File: src/rtl/comp_search_ctrl.sv
// comp_search_ctrl: successive-approximation search driving an external
// less/equal/greater comparator, MSB to LSB, at most WIDTH queries.
module comp_search_ctrl #(
    parameter int WIDTH = 4
) (
    input  logic             clk,
    input  logic             rst_n,
    input  logic             start,
    output logic [WIDTH-1:0] guess,
    output logic             q_valid,
    input  logic             l,
    input  logic             e,
    input  logic             g,
    input  logic             r_valid,
    output logic             busy,
    output logic             done,
    output logic [WIDTH-1:0] result,
    output logic             found,
    output logic             err
);
    localparam logic [1:0] IDLE  = 2'd0;
    localparam logic [1:0] QUERY = 2'd1;
    localparam logic [1:0] DONE  = 2'd2;
    localparam logic [WIDTH-1:0] TOP = WIDTH'(1) << (WIDTH - 1);

    logic [1:0]       state;
    logic [WIDTH-1:0] mask;
    logic [WIDTH-1:0] upd;
    logic             legal;

    // mask is the one-hot bit currently under test
    always_comb begin
        legal = (l ^ e ^ g) & ~(l & e & g);
        upd   = l ? guess : guess & ~mask;
    end

    assign q_valid = state == QUERY;
    assign busy    = state != IDLE;
    assign done    = state == DONE;

    always_ff @(posedge clk or negedge rst_n) begin
        if (!rst_n) begin
            state  <= IDLE;
            guess  <= '0;
            mask   <= '0;
            result <= '0;
            found  <= 1'b0;
            err    <= 1'b0;
        end else begin
            case (state)
                IDLE: if (start) begin
                    result <= '0;
                    found  <= 1'b0;
                    err    <= 1'b0;
                    guess  <= TOP;
                    mask   <= TOP;
                    state  <= QUERY;
                end
                QUERY: if (r_valid) begin
                    if (!legal) begin
                        err    <= 1'b1;
                        result <= guess;
                        state  <= DONE;
                    end else if (e) begin
                        result <= guess;
                        found  <= 1'b1;
                        state  <= DONE;
                    end else if (mask[0]) begin
                        result <= upd;
                        found  <= 1'b1;
                        state  <= DONE;
                    end else begin
                        guess <= upd | (mask >> 1);
                        mask  <= mask >> 1;
                    end
                end
                DONE: state <= IDLE;
                default: state <= IDLE;
            endcase
        end
    end
endmodule

File: config.mk
export PLATFORM = sky130hd
export DESIGN_NAME = comp_search_ctrl
export DESIGN_NICKNAME = d
export VERILOG_FILES = /design/src/rtl/comp_search_ctrl.sv
export SDC_FILE = /design/constraint.sdc
export NUM_CORES = 1
export LEC_CHECK = 0
export ABC_CLOCK_PERIOD_IN_PS = 1500
export CAP_MARGIN = 20
export CORE_MARGIN = 8
export CORE_UTILIZATION = 42
export DETAILED_ROUTE_END_ITERATION = 7
export PLACE_DENSITY = 0.73
export SLEW_MARGIN = 20
export SYNTH_ARGS = -nofsm -noshare
export SYNTH_HDL_FRONTEND = slang
export SYNTH_SLANG_ARGS = --single-unit
File: constraint.sdc
create_clock -name clk -period 1.5 [get_ports clk]
set_input_delay 0.15 -clock clk [delete_from_list [all_inputs] [get_ports clk]]
set_output_delay 0.15 -clock clk [all_outputs]
set_load 0.05 [all_outputs]
---- Word-level counts from Yosys, hierarchy flattened ----
Cells that the tools add are included.
cells by class
  multiplexer cells ....................... 33
  reductions and logical operators ........ 9
  equal/unequal tests ..................... 10
  bitwise logic cells ..................... 9
operators with widths
  operator                                                          count
  4-bit 2-to-1 mux                                                  15
  4-bit case mux with 2 select lines                                3
  2-bit 2-to-1 mux                                                  5
  5-bit AND reduction                                               2
  2-bit != test (second input constant)                             4
  4-bit AND reduction                                               2
  1-bit 2-to-1 mux                                                  7
  6-bit AND reduction                                               1
  4-bit AND                                                         1
  2-bit by 1-bit != test with 1-bit output (second input constant)  2
  4-bit != test (second input constant)                             1
  4-bit inverter                                                    1
  4-bit by 3-bit OR with 4-bit output                               1
  1-bit case mux with 2 select lines                                2
  2-bit case mux with 2 select lines                                1
  2-bit nonzero test                                                2
  1-bit AND                                                         3
  3-bit by 1-bit != test with 1-bit output (second input constant)  1
  3-bit AND reduction                                               1
  2-bit by 1-bit == test with 1-bit output (second input constant)  1
  2-bit == test (second input constant)                             1
  2-bit logical NOT                                                 1
  1-bit XOR                                                         2
  1-bit inverter                                                    1
storage, ports and cells
  register bits ........................... 16
  word-level logic and storage cells ...... 68
  input bits .............................. 7

---- Logic depth before layout (Yosys ltp) ----
  depth after elaboration ................. 9
  depth in mapped cells ................... 5
  gate-level depth less buffers ........... 5

---- Worst setup path after synthesis ----
OpenSTA, ideal clock, no wires.
  path type ............................... flip-flop to flip-flop
  start ................................... reg state[0]
  end ..................................... reg result[0]
  period minus slack after synthesis ...... 1833 ps
  arrival ................................. 1766 ps
  setup time .............................. 67 ps
  cell stages (with the launch flop) ...... 6
  path slack .............................. -333 ps
  cell sequence ........................... dfrtp_1 buf_2 nor2b_1 nand2_1 a31oi_1 mux2_2
on the way
  cells in the longest elaborated chain, start to end .. 3
  elaborated cells on any way between the ends .. 8
  classes of those cells .................. eq/ne: 4; mux: 1; reduce/logical: 3
RTL lines
  element                                          line  text
  start: declaration                               26    logic [1:0] state;
  start signal: assignment                         43    state <= IDLE;
  start signal: assignment                         57    state <= QUERY;
  start signal: assignment                         63    state <= DONE;
  2-bit by 1-bit == test with 1-bit output *       --
  via q_valid                                      10    output logic q_valid,
  4-bit != test (no line) (tied with other cells)  --
  4-bit AND reduction (no line)                    --
  end signal: assignment                           62    result <= guess;
  end signal: assignment                           65    result <= guess;
  end signal: assignment                           69    result <= upd;
  end: declaration                                 17    output logic [WIDTH-1:0] result,
The timed path passes the listed nets; every way through them passes the cells marked *.
A chain may end at the register's enable or synchronous reset.

---- Worst setup path after layout ----
  start ................................... in e
  end ..................................... reg guess[1]
on the way
  cells in the longest elaborated chain, start to end .. 6
  elaborated cells on any way between the ends .. 9
  classes of those cells .................. eq/ne: 2; bitwise: 6; reduce/logical: 1
RTL lines
  element                                             line  text
  start: declaration                                  12    input logic e,
  1-bit AND (2 in a row)                              33    legal = (l ^ e ^ g) & ~(l & e & g);
  1-bit inverter                                      33
  1-bit AND                                           33
  2-bit by 1-bit != test with 1-bit output (no line)  --
  6-bit AND reduction (no line) *                     --
  end signal: assignment                              73    guess <= upd | (mask >> 1);
  end: declaration                                    9     output logic [WIDTH-1:0] guess,
Mark *: on every way between the ends. The rest lies on a longest branch, timed or not.

==> run metrics <==
Synth warnings=0; Worst Max-Slew Pin Slew=0.3517 ns; Cell Rows=16; Slowest-stage cell, CP=a2111oi_4; via count=728; Mapped Avg Cell Area=10.28 sq um; Peak VDD IR=0.0009745 V; first-pass GRT wire length=3291 microns; R2R depth=4; vias in the first global route=737; Initial Utilization=0.4262; crit-path max FO=4; Post-CTS Setup Repair Bufs=0; Final TNS setup=-0.06736 ns; initial antenna violation count=0; hold_buf cts=0; CP max stage delay=0.44 ns; drt total wl=2085 microns; worst rel slew slack=0.7656; RSZ-0062 raised after global routing=true; CP Cell Sequence=buf_8, ha_4, or3b_4, a2111oi_4, nor2_2, a221o_1; Syn Std Cell Area=802.0 sq um; Critical R2R Launch=mask[0]; part of the cycle the worst path needs=1.025; Sink Count=16; crit path kind=in -> reg; mean routed wirelength per cell=14.68 microns; number of max-cap violations=0; fin crit period=1.537 ns; GRT Util Overall=0.1248; CTS tree=done; H-tree depth=1; Layout Cells excl Fill=142; Unique masters post-synth=27; root buf cell=clkbuf_4; die height=59.70 microns; Residual DRC=0; status=complete, but fails checks; Clk Latency, worst-skew pair=0.29 ns; CTS Buffer Depth=2; worst path arrival time=1.72 ns; layout cells sized above 1=0.4435; total core area=0.001882 sq mm; Detailed Routing Iterations Pass 1=4; Ports=20; Setup crit end kind=flip-flop; combinational family with the most area after synthesis=compound AO/OA/AOI/OAI gates; clk slew on worst S/H paths=0.10 ns; fin util=0.6523; HP Class=in -> async; multiplexer area fraction after synthesis=0.05616; Pwr Total=2.383 mW; final worst slack=-0.03744 ns; Post-Synth XOR/XNOR Area=0; Setup Skew=0.001873 ns; compound-cell area share of the yosys netlist=0.2137; dpl cells=138; Final Setup Violations=2; simple-gate share of the synthesized area=0.1903; number of port buffers=19; worst path required time=1.68 ns; die area=0.003564 sq mm; final hold vios=0; pwr dens=1942 mW/mm^2; Hold Slack=0.1643 ns; First DRT Iteration DRCs=26; adder-cell area share of the yosys netlist=0.01560; critical path launch point type=input port; FMAX=650.4 MHz; worst flop-to-flop path endpoint=guess[1]; final net count=124; GPL Wtd Cong=0.8404; flop-to-flop setup slack=0.03 ns; CTS Buf Count=3; Seq cells post-synth=16; Die Width=59.70 microns; Final HPWL DP=1535 microns; Syn Nets=86; largest net degree at the start of global routing=17; violated checks=setup timing; Vias/cell=5.127; max-slew violation count=0; sequential area share after synthesis=0.4992; Synth Instances=78; number of inserted diodes=0; area delta synth->final=53.04%; total congestion overflow=0; leak pwr=0.5869 nW; number of routed nets with antenna violations=0
sequential cells by signal (all words and copies together), names as in the netlist:
name    count
err         1
state       2
result      4
found       1
guess       4
mask        4
logic make-up (layout without fill, tap and decap cells):
group	count (synthesis)	after routing
simple gates	31	31
compound gates	21	21
mux	4	4
fa+ha+maj	1	1
flops	16	16
buf+inv	5	42
report_power, final:
group          internal, mW  leakage (nW)  switching, mW
logic                 0.587         0.365          0.831
registers             0.561         0.201          0.111
clock network         0.148        0.0210          0.145
total                  1.30         0.587           1.09
synth_stat cells, drive strengths merged:
cell type	count	area (sq um)
ha	1	12.51
a22o	3	30.03
dfrtp	16	400.4
a41oi	1	8.760
a2111oi	1	27.53
a21oi	3	15.01
nor2b	2	12.51
o21ai	2	10.01
nand2	12	45.04
a21boi	1	7.510
or2	1	6.260
nand4	1	6.260
nand2b	1	6.260
a21o	1	7.510
nand3	2	10.01
inv	4	15.01
or2b	1	8.760
nor2	8	32.54
a221o	2	20.02
or3b	1	11.26
nand3b	1	7.510
mux2	4	45.04
o21a	1	7.510
buf	1	5.000
a31oi	6	37.54
and2	1	6.260
layer usage:
layer,wire [microns],vias to the layer above,part of all wire,track usage
met5,0,-,0,0
met4,56,0,0.027,0.09864
met3,112,6,0.054,0.03226
met2,1038,29,0.50,0.2000
met1,878,340,0.42,0.1360
li1,-,353,-,-
how the worst max path moves through the flow:
stage | start | endpoint | slack (ns) | depth (start not counted)
final | e | guess[1] | -0.04 | 6
after global routing | e | guess[1] | -0.03 | 6
after CTS | state[1] | guess[1] | -0.09 | 4
after detailed placement | l | guess[1] | -0.70 | 6
after global placement | l | guess[2] | -0.67 | 6
after floorplan | l | guess[1] | -0.25 | 5
final cells by class:
class / count / area (sq um)
clock buffer: 4 / 36.28
fill: 159 / 654.4
inverter: 4 / 15.01
multi-input combinational: 57 / 429.2
sequential: 16 / 400.4
tap: 27 / 33.78
timing repair buffer: 34 / 312.8
through the flow:
stage | worst slack, ns | instance area, sq um
final | -0.03744 | 1227
after global routing | -0.03453 | 1227
after CTS | -0.08879 | 1196
after detailed placement | -0.7028 | 1171
after global placement | -0.6662 | 1171
after floorplan | -0.2452 | 837.1
cell usage in the layout (no fill, tap or decap), types with 2 or more instances in the layout:
cell / count
buf_4: 25
dfrtp_1: 16
nand2_1: 12
nor2_1: 6
a31oi_1: 5
inv_1: 4
mux2_2: 4
a22o_2: 3
a21oi_1: 3
clkbuf_4: 3
clkdlybuf4s50_1: 3
buf_12: 3
nor2_2: 2
a221o_1: 2
nand3_1: 2
o21ai_0: 2
repair_timing:
item                       4_1_cts  5_1_grt
gates resized for setup          9        8
pin swaps                        5        7
setup endpoints to repair       16       15
worst max-delay path, delay by kind of cell:
| family | cells | cell delay (ns) |
|---|---|---|
| buffers and inverters | 1 | 0.10 |
| adders and majority gates | 1 | 0.22 |
| and+or+nand+nor | 2 | 0.50 |
| AOI/OAI and AO/OA | 2 | 0.75 |
Note: power is estimated with default switching activity, not from simulation.
==> edit 1 (same flow settings) <==
Change the parameter `WIDTH` from 4 to 6.
--- a/src/rtl/comp_search_ctrl.sv
+++ b/src/rtl/comp_search_ctrl.sv
@@ -1,7 +1,7 @@
 // comp_search_ctrl: successive-approximation search driving an external
 // less/equal/greater comparator, MSB to LSB, at most WIDTH queries.
 module comp_search_ctrl #(
-    parameter int WIDTH = 4
+    parameter int WIDTH = 6
 ) (
     input  logic             clk,
     input  logic             rst_n,
Interface: changed (resized guess and result); port bits go from 20 to 24. No check against the original RTL was run, so the function may have changed too.
==> edit 1 against the original RTL <==
- the flow still finishes with violations (negative setup slack)
- routed wire length grew 49%
- non-clock buffer count grew 9
- clock power grew 12%
- sequential cell count grew 6
- setup slack lost 44 ps
- design area grew 35%
- first-iteration DRC count grew 7.7%
- power grew 4.9%
- sequential share of layout area grew 0.66 points
- critical path depth grew 1
- synthesized cell count grew 22%
- global-route usage grew 1.1 points
- synthesized area grew 37%
- count of clock-buffer cells in the layout is the same
- critical endpoint is now result[1]
- largest cell class unchanged
==> edit 1: results (changes against the original RTL) <==
| Metric | Value |
|---|---|
| Clk_skew | `9.96 ps (+8.09 ps)` |
| Setup total negative slack | `-690 ps (-622 ps)` |
| Final setup viols | `11 (+9)` |
| Antenna cells | `0 (unchanged)` |
| Share of flip-flops with an asynchronous set or reset | `1.00 (unchanged)` |
| Synth cell types | `31 (+15%)` |
| Max H-tree Level | `1 (unchanged)` |
| Clock Tree Root | `clkbuf_4` |
| Critical path peak fanout | `3 (-1)` |
| Dpl cell area | `0.00149 sq mm (+28%)` |
| Tightest Pin Transition | `353 ps (+0.870 ps)` |
| Largest net degree at the start of global routing | `23 (+6)` |
| Hold Path Class | `input pin to asynchronous set/reset pin` |
| Lkg Pwr | `0.791 nW (+35%)` |
| Clock Tree Buf Depth | `2 (unchanged)` |
| Syn Inst Count | `95 (+22%)` |
| Tot GR Track Use | `0.135 (+0.0105)` |
| Initial antenna violation count | `0 (unchanged)` |
| Most frequent cells after synthesis | `22 x dfrtp_1, 7 x nand2b_1, 7 x nor2_1, 5 x inv_1, 5 x o311a_1` |
| Buffers on Ports | `23 (+4)` |
| Skew-Pair Late Insertion Delay | `310 ps (+20 ps)` |
| CP max-delay cell | `or3_4` |
| Final WS setup | `-81.4 ps (-43.9 ps)` |
| Seq/Total Area, Yosys | `0.503 (+0.00364)` |
| Cell Count, Final, Fillers Out | `168 (+18%)` |
| Pre-antenna DRT Iters | `4 (unchanged)` |
| GPL Wtd Cong | `0.812 (-3.4%)` |
| Vias in the first global route | `975 (+32%)` |
| Synth warnings | `0 (unchanged)` |
| Final nets | `147 (+19%)` |
| Status | `finished, violations left` |
| Clk pin slew, worst setup/hold paths | `130 ps (+30 ps)` |
| Layout cells sized above 1 | `0.471 (+0.0275)` |
| Max IR drop VDD | `1400 uV (+44%)` |
| Main flop type after synthesis | `dfrtp_1` |
| Routed via count | `941 (+29%)` |
| Synth top area cells | `dfrtp_1 50%, o311a_1 4.6%, mux2_2 4.1%, nand2b_1 4.0%, a221o_1 3.7%` |
| Final WL | `3100 microns (+49%)` |
| Top delay family on crit path | `simple AND/OR/NAND/NOR gates` |
| Drt initial violations | `28 (+7.7%)` |
| DPL Wire Length | `1930 microns (+26%)` |
| Cts bufs inserted | `3 (unchanged)` |
| Post-Syn Nets | `103 (+20%)` |
| Failing checks | `negative setup slack` |
| Post-Place Cells | `158 (+14%)` |
| Top Registers | `guess x6, mask x6, result x6` |
| Max incr delay on CP | `400 ps (-40 ps)` |
| First-pass GRT wire length | `4710 microns (+43%)` |
## edit 1: cell count changes in the layout (fill, tap and decap cells not counted), sizes merged, moves of 4 or more
cell,unedited run,this run
nand2b,1,7
o311a,0,5
and3,0,4
buf,30,36
dfrtp,16,22
a31oi,6,1
nand2,12,4
## edit 1: timing repair
item / CTS / global route
setup buffers: 2 / 2
pin swaps: 2 / 2
setup endpoints to repair: 23 / 13
gates resized for setup: 12 / 8
cloned: 1 / 1
## edit 1: power by group
group | total (W) | internal [W] | switching, W
registers | 0.000778 | 0.000691 | 0.0000879
clock network | 0.000327 | 0.000148 | 0.000179
logic | 0.00139 | 0.000633 | 0.000761
total | 0.00250 | 0.00147 | 0.00103
## edit 1: cells by family (layout without fill, tap and decap cells)
kind of cell    after synthesis  in the layout  synth area share
flops                        22             22             0.503
buf+inv                      10             52            0.0423
simple gates                 31             32             0.169
compound gates               24             24             0.203
mux                           7              7            0.0709
fa+ha+maj                     1              1            0.0114
## edit 1: path summary, 6_finish.rpt
check | startpoint | endpoint | cells after the start
worst min register to register | result[0] | result[0] | 2
worst max register to register | state[0] | guess[1] | 6
min in group clk | e | mask[0] | 3
worst min-delay path | rst_n | guess[4] | 2
max in group asynchronous | rst_n | result[2] | 2
worst max-delay path | l | result[1] | 7
## edit 1: metal layers
metal	up-vias	wire, microns	track usage
met2	36	1480	0.216
met4	0	12	0.0392
met3	2	231	0.0302
met1	467	1370	0.177
met5	-	0	0
li1	436	-	-
## edit 1: layout make-up
cell class                      count  area (sq um)
Fill cell                         203           823
Multi-Input combinational cell     64           593
Sequential cell                    22           551
Timing Repair Buffer               43           418
Tap cell                           30          37.5
Clock buffer                        4          36.3
Inverter                            5          18.8
## edit 1: through the flow
| stage | setup slack (ps) | hold slack [ps] |
|---|---|---|
| CTS | -43.6 | 171 |
| detailed placement | -658 | 505 |
| global placement | -627 | 479 |
| floorplan | -46.1 | -146 |
| finish | -81.4 | 173 |
| global route | -114 | 202 |
==> edit 2 (same settings) <==
Made on the original files. Make the reset (`rst_n`) synchronous in one clocked block.
--- a/src/rtl/comp_search_ctrl.sv
+++ b/src/rtl/comp_search_ctrl.sv
@@ -38,7 +38,7 @@
     assign busy    = state != IDLE;
     assign done    = state == DONE;
 
-    always_ff @(posedge clk or negedge rst_n) begin
+    always_ff @(posedge clk) begin
         if (!rst_n) begin
             state  <= IDLE;
             guess  <= '0;
Behaviour: differs if rst_n is asserted again (counterexample within 4 cycles, from zero or initial values and one cycle with rst_n low); with rst_n held inactive, the same outputs for 10 cycles.
==> edit 2 against the original RTL <==
- the run still ends with negative setup slack left
- die area is 1.0% higher
- register-to-register slack worse by 30 ps
- routed wire length is 3.3% higher
- design area is 3.8% lower
- fmax is 2.2% higher
- setup slack better by 33 ps
- critical endpoint is now guess[1]
- sequential cell count stayed put
- synthesized area is 1.4% higher
- critical path depth is 2 lower
Power is not compared: it rests on default switching activity, and its combinational part moved more than twofold at a synthesized area within 25%.
==> edit 2: results (changes against the original RTL) <==
| Metric | Value |
|---|---|
| Status | `finished, violations left` |
| Failing checks | `negative setup slack` |
| R2R Path End | `guess[1]` |
| Lkg Pwr | `about 0.52 nW` |
| Skew-Pair Late Insertion Delay | `290 ps (about the same)` |
| Synth Area per Inst | `8.84 sq um (-14%)` |
| Met1 usage | `0.148 (+0.0118)` |
| Clk_skew | `1.39 ps (-0.482 ps)` |
| Main flop type after synthesis | `dfxtp_1` |
| WP data arrival | `1700 ps (-20 ps)` |
| Crit path kind | `register to register` |
| Synth top area cells | `dfxtp_1 39%, mux2i_1 8.6%, nand2_1 5.5%, a21oi_1 4.3%, o311ai_1 4.3%` |
| Post-Syn Nets | `100 (+16%)` |
| Pre-CTS setup slack | `-638 ps (+64.6 ps)` |
| Cell Count, Final, Fillers Out | `153 (+7.7%)` |
| FILL cells | `161 (+1.3%)` |
| Layout cells sized above 1 | `0.317 (-0.126)` |
| Largest net degree at the start of global routing | `16 (-1)` |
| Top Registers | `guess x4, mask x4, result x4` |
| Antenna cells | `0 (unchanged)` |
| Vias in the first global route | `735 (-0.27%)` |
| Number of synthesized flops with an enable pin | `0 (unchanged)` |
| Max H-tree Level | `1 (unchanged)` |
| DPL Wire Length | `1680 microns (+9.3%)` |
| Crit path to | `guess[1]` |
| Final WS setup | `-4.69 ps (+32.7 ps)` |
| Synth cell types | `29 (+7.4%)` |
| Most frequent cells after synthesis | `16 x dfxtp_1, 12 x nand2_1, 8 x nor2_1, 7 x a21oi_1, 7 x mux2i_1` |
| Post-synthesis mux area share | `0.0862 (+0.0300)` |
| Tot GR Track Use | `0.131 (+0.00604)` |
| Final setup viols | `1 (-1)` |
| First-pass GRT wire length | `3460 microns (+5.2%)` |
| Grt met2 use | `0.211 (+0.0108)` |
| Share of flip-flops with an asynchronous set or reset | `0 (-1.00)` |
| Setup total negative slack | `-4.69 ps (+62.7 ps)` |
| FF-to-FF Start | `mask[0]` |
| Seq/Total Area, Yosys | `0.394 (-0.105)` |
| Pre-antenna DRT Iters | `4 (unchanged)` |
| CP max-delay cell | `or4b_4` |
| Post-Place Cells | `148 (+7.2%)` |
| Hold Path Class | `input pin to register` |
| Critical path peak fanout | `5 (+1)` |
| Synth Area in Compound Gates | `0.242 (+0.0278)` |
| Final nets | `135 (+8.9%)` |
| Synth Area in XOR/XNOR | `0 (unchanged)` |
| Global Route met3 Usage | `0.0301 (-0.00215)` |
| Final WL | `2150 microns (+3.3%)` |
| Clock Tree Buf Depth | `2 (unchanged)` |
| Drt initial violations | `9 (-65%)` |
| Initial antenna violation count | `0 (unchanged)` |
| Adder-cell share of the synthesized area | `0.0154 (-0.000216)` |
| Path depth of the worst reg2reg path | `4 (unchanged)` |
| Sw frac | `0.318` |
| Routed via count | `786 (+8.0%)` |
| Clock Tree Root | `clkbuf_4` |
| Tightest Pin Transition | `363 ps (+11.8 ps)` |
| GPL Wtd Cong | `0.862 (+2.6%)` |
| Max incr delay on CP | `490 ps (+50 ps)` |
| Max IR drop VDD | `511 uV` |
| Buffers on Ports | `19 (unchanged)` |
[edit 2: cell count changes after synthesis, moves of 3 or more]
cell and change:
mux2i_1 +7, a31oi_1 -3, a22o_2 -3, a21oi_1 +4, o311ai_1 +4, mux2_2 -4
dfrtp_1 -16, dfxtp_1 +16
[edit 2: power by group through the flow]
| stage | Sequential, W | Clock [W] | Combinational, W |
|---|---|---|---|
| floorplan | 0.000500 | 0 | 0.000145 |
| global placement | 0.000467 | 0 | 0.000302 |
| detailed placement | 0.000468 | 0 | 0.000306 |
| CTS | 0.000458 | 0.000298 | 0.000308 |
| global route | 0.000461 | 0.000327 | 0.000330 |
| finish | 0.000458 | 0.000291 | 0.000309 |
[edit 2: per-layer routing]
layer	routed length (microns)	part of all wire
met4	62	0.029
met1	941	0.44
met3	125	0.058
met2	1020	0.48
met5	0	0
[edit 2: kinds of logic (layout without fill, tap and decap cells)]
family          Yosys count  after routing
fa+ha+maj                 1              1
simple gates             34             34
mux                       7              7
buf+inv                   8             42
flops                    16             16
compound gates           26             26
[edit 2: critical path: cells and delay by family, from the launching register on]
| kind | cells | cell delay, ps |
|---|---|---|
| simple gates | 2 | 590 |
| compound gates | 2 | 480 |
| flops | 1 | 340 |
[edit 2: cell type report]
class                   count  area share
repair buffers             31       0.237
multi-input cells          68       0.409
inverters                   7      0.0222
flip-flops and latches     16       0.272
well taps                  27      0.0286
clock buffers               4      0.0307
[edit 2: repair_timing]
action / in CTS / in global routing
pin swaps: 5 / 0
setup buffers: 1 / 0
resized for setup: 9 / 1
setup endpoints to repair: 15 / 4
[edit 2: how the worst min path moves through the flow]
stage	slack [ps]	from	endpoint
2_1_floorplan	270	r_valid	state[1]
3_3_place_gp	430	found	found
3_5_place_dp	440	found	found
4_1_cts	440	l	guess[3]
5_1_grt	450	l	guess[3]
6_report	450	l	guess[3]
[edit 2: metrics by stage]
step                      area [sq um]  power [W]
after floorplan                    826   0.000645
after global placement            1130   0.000769
after detailed placement          1130   0.000774
after CTS                         1170    0.00106
after global routing              1180    0.00112
final                             1180    0.00106
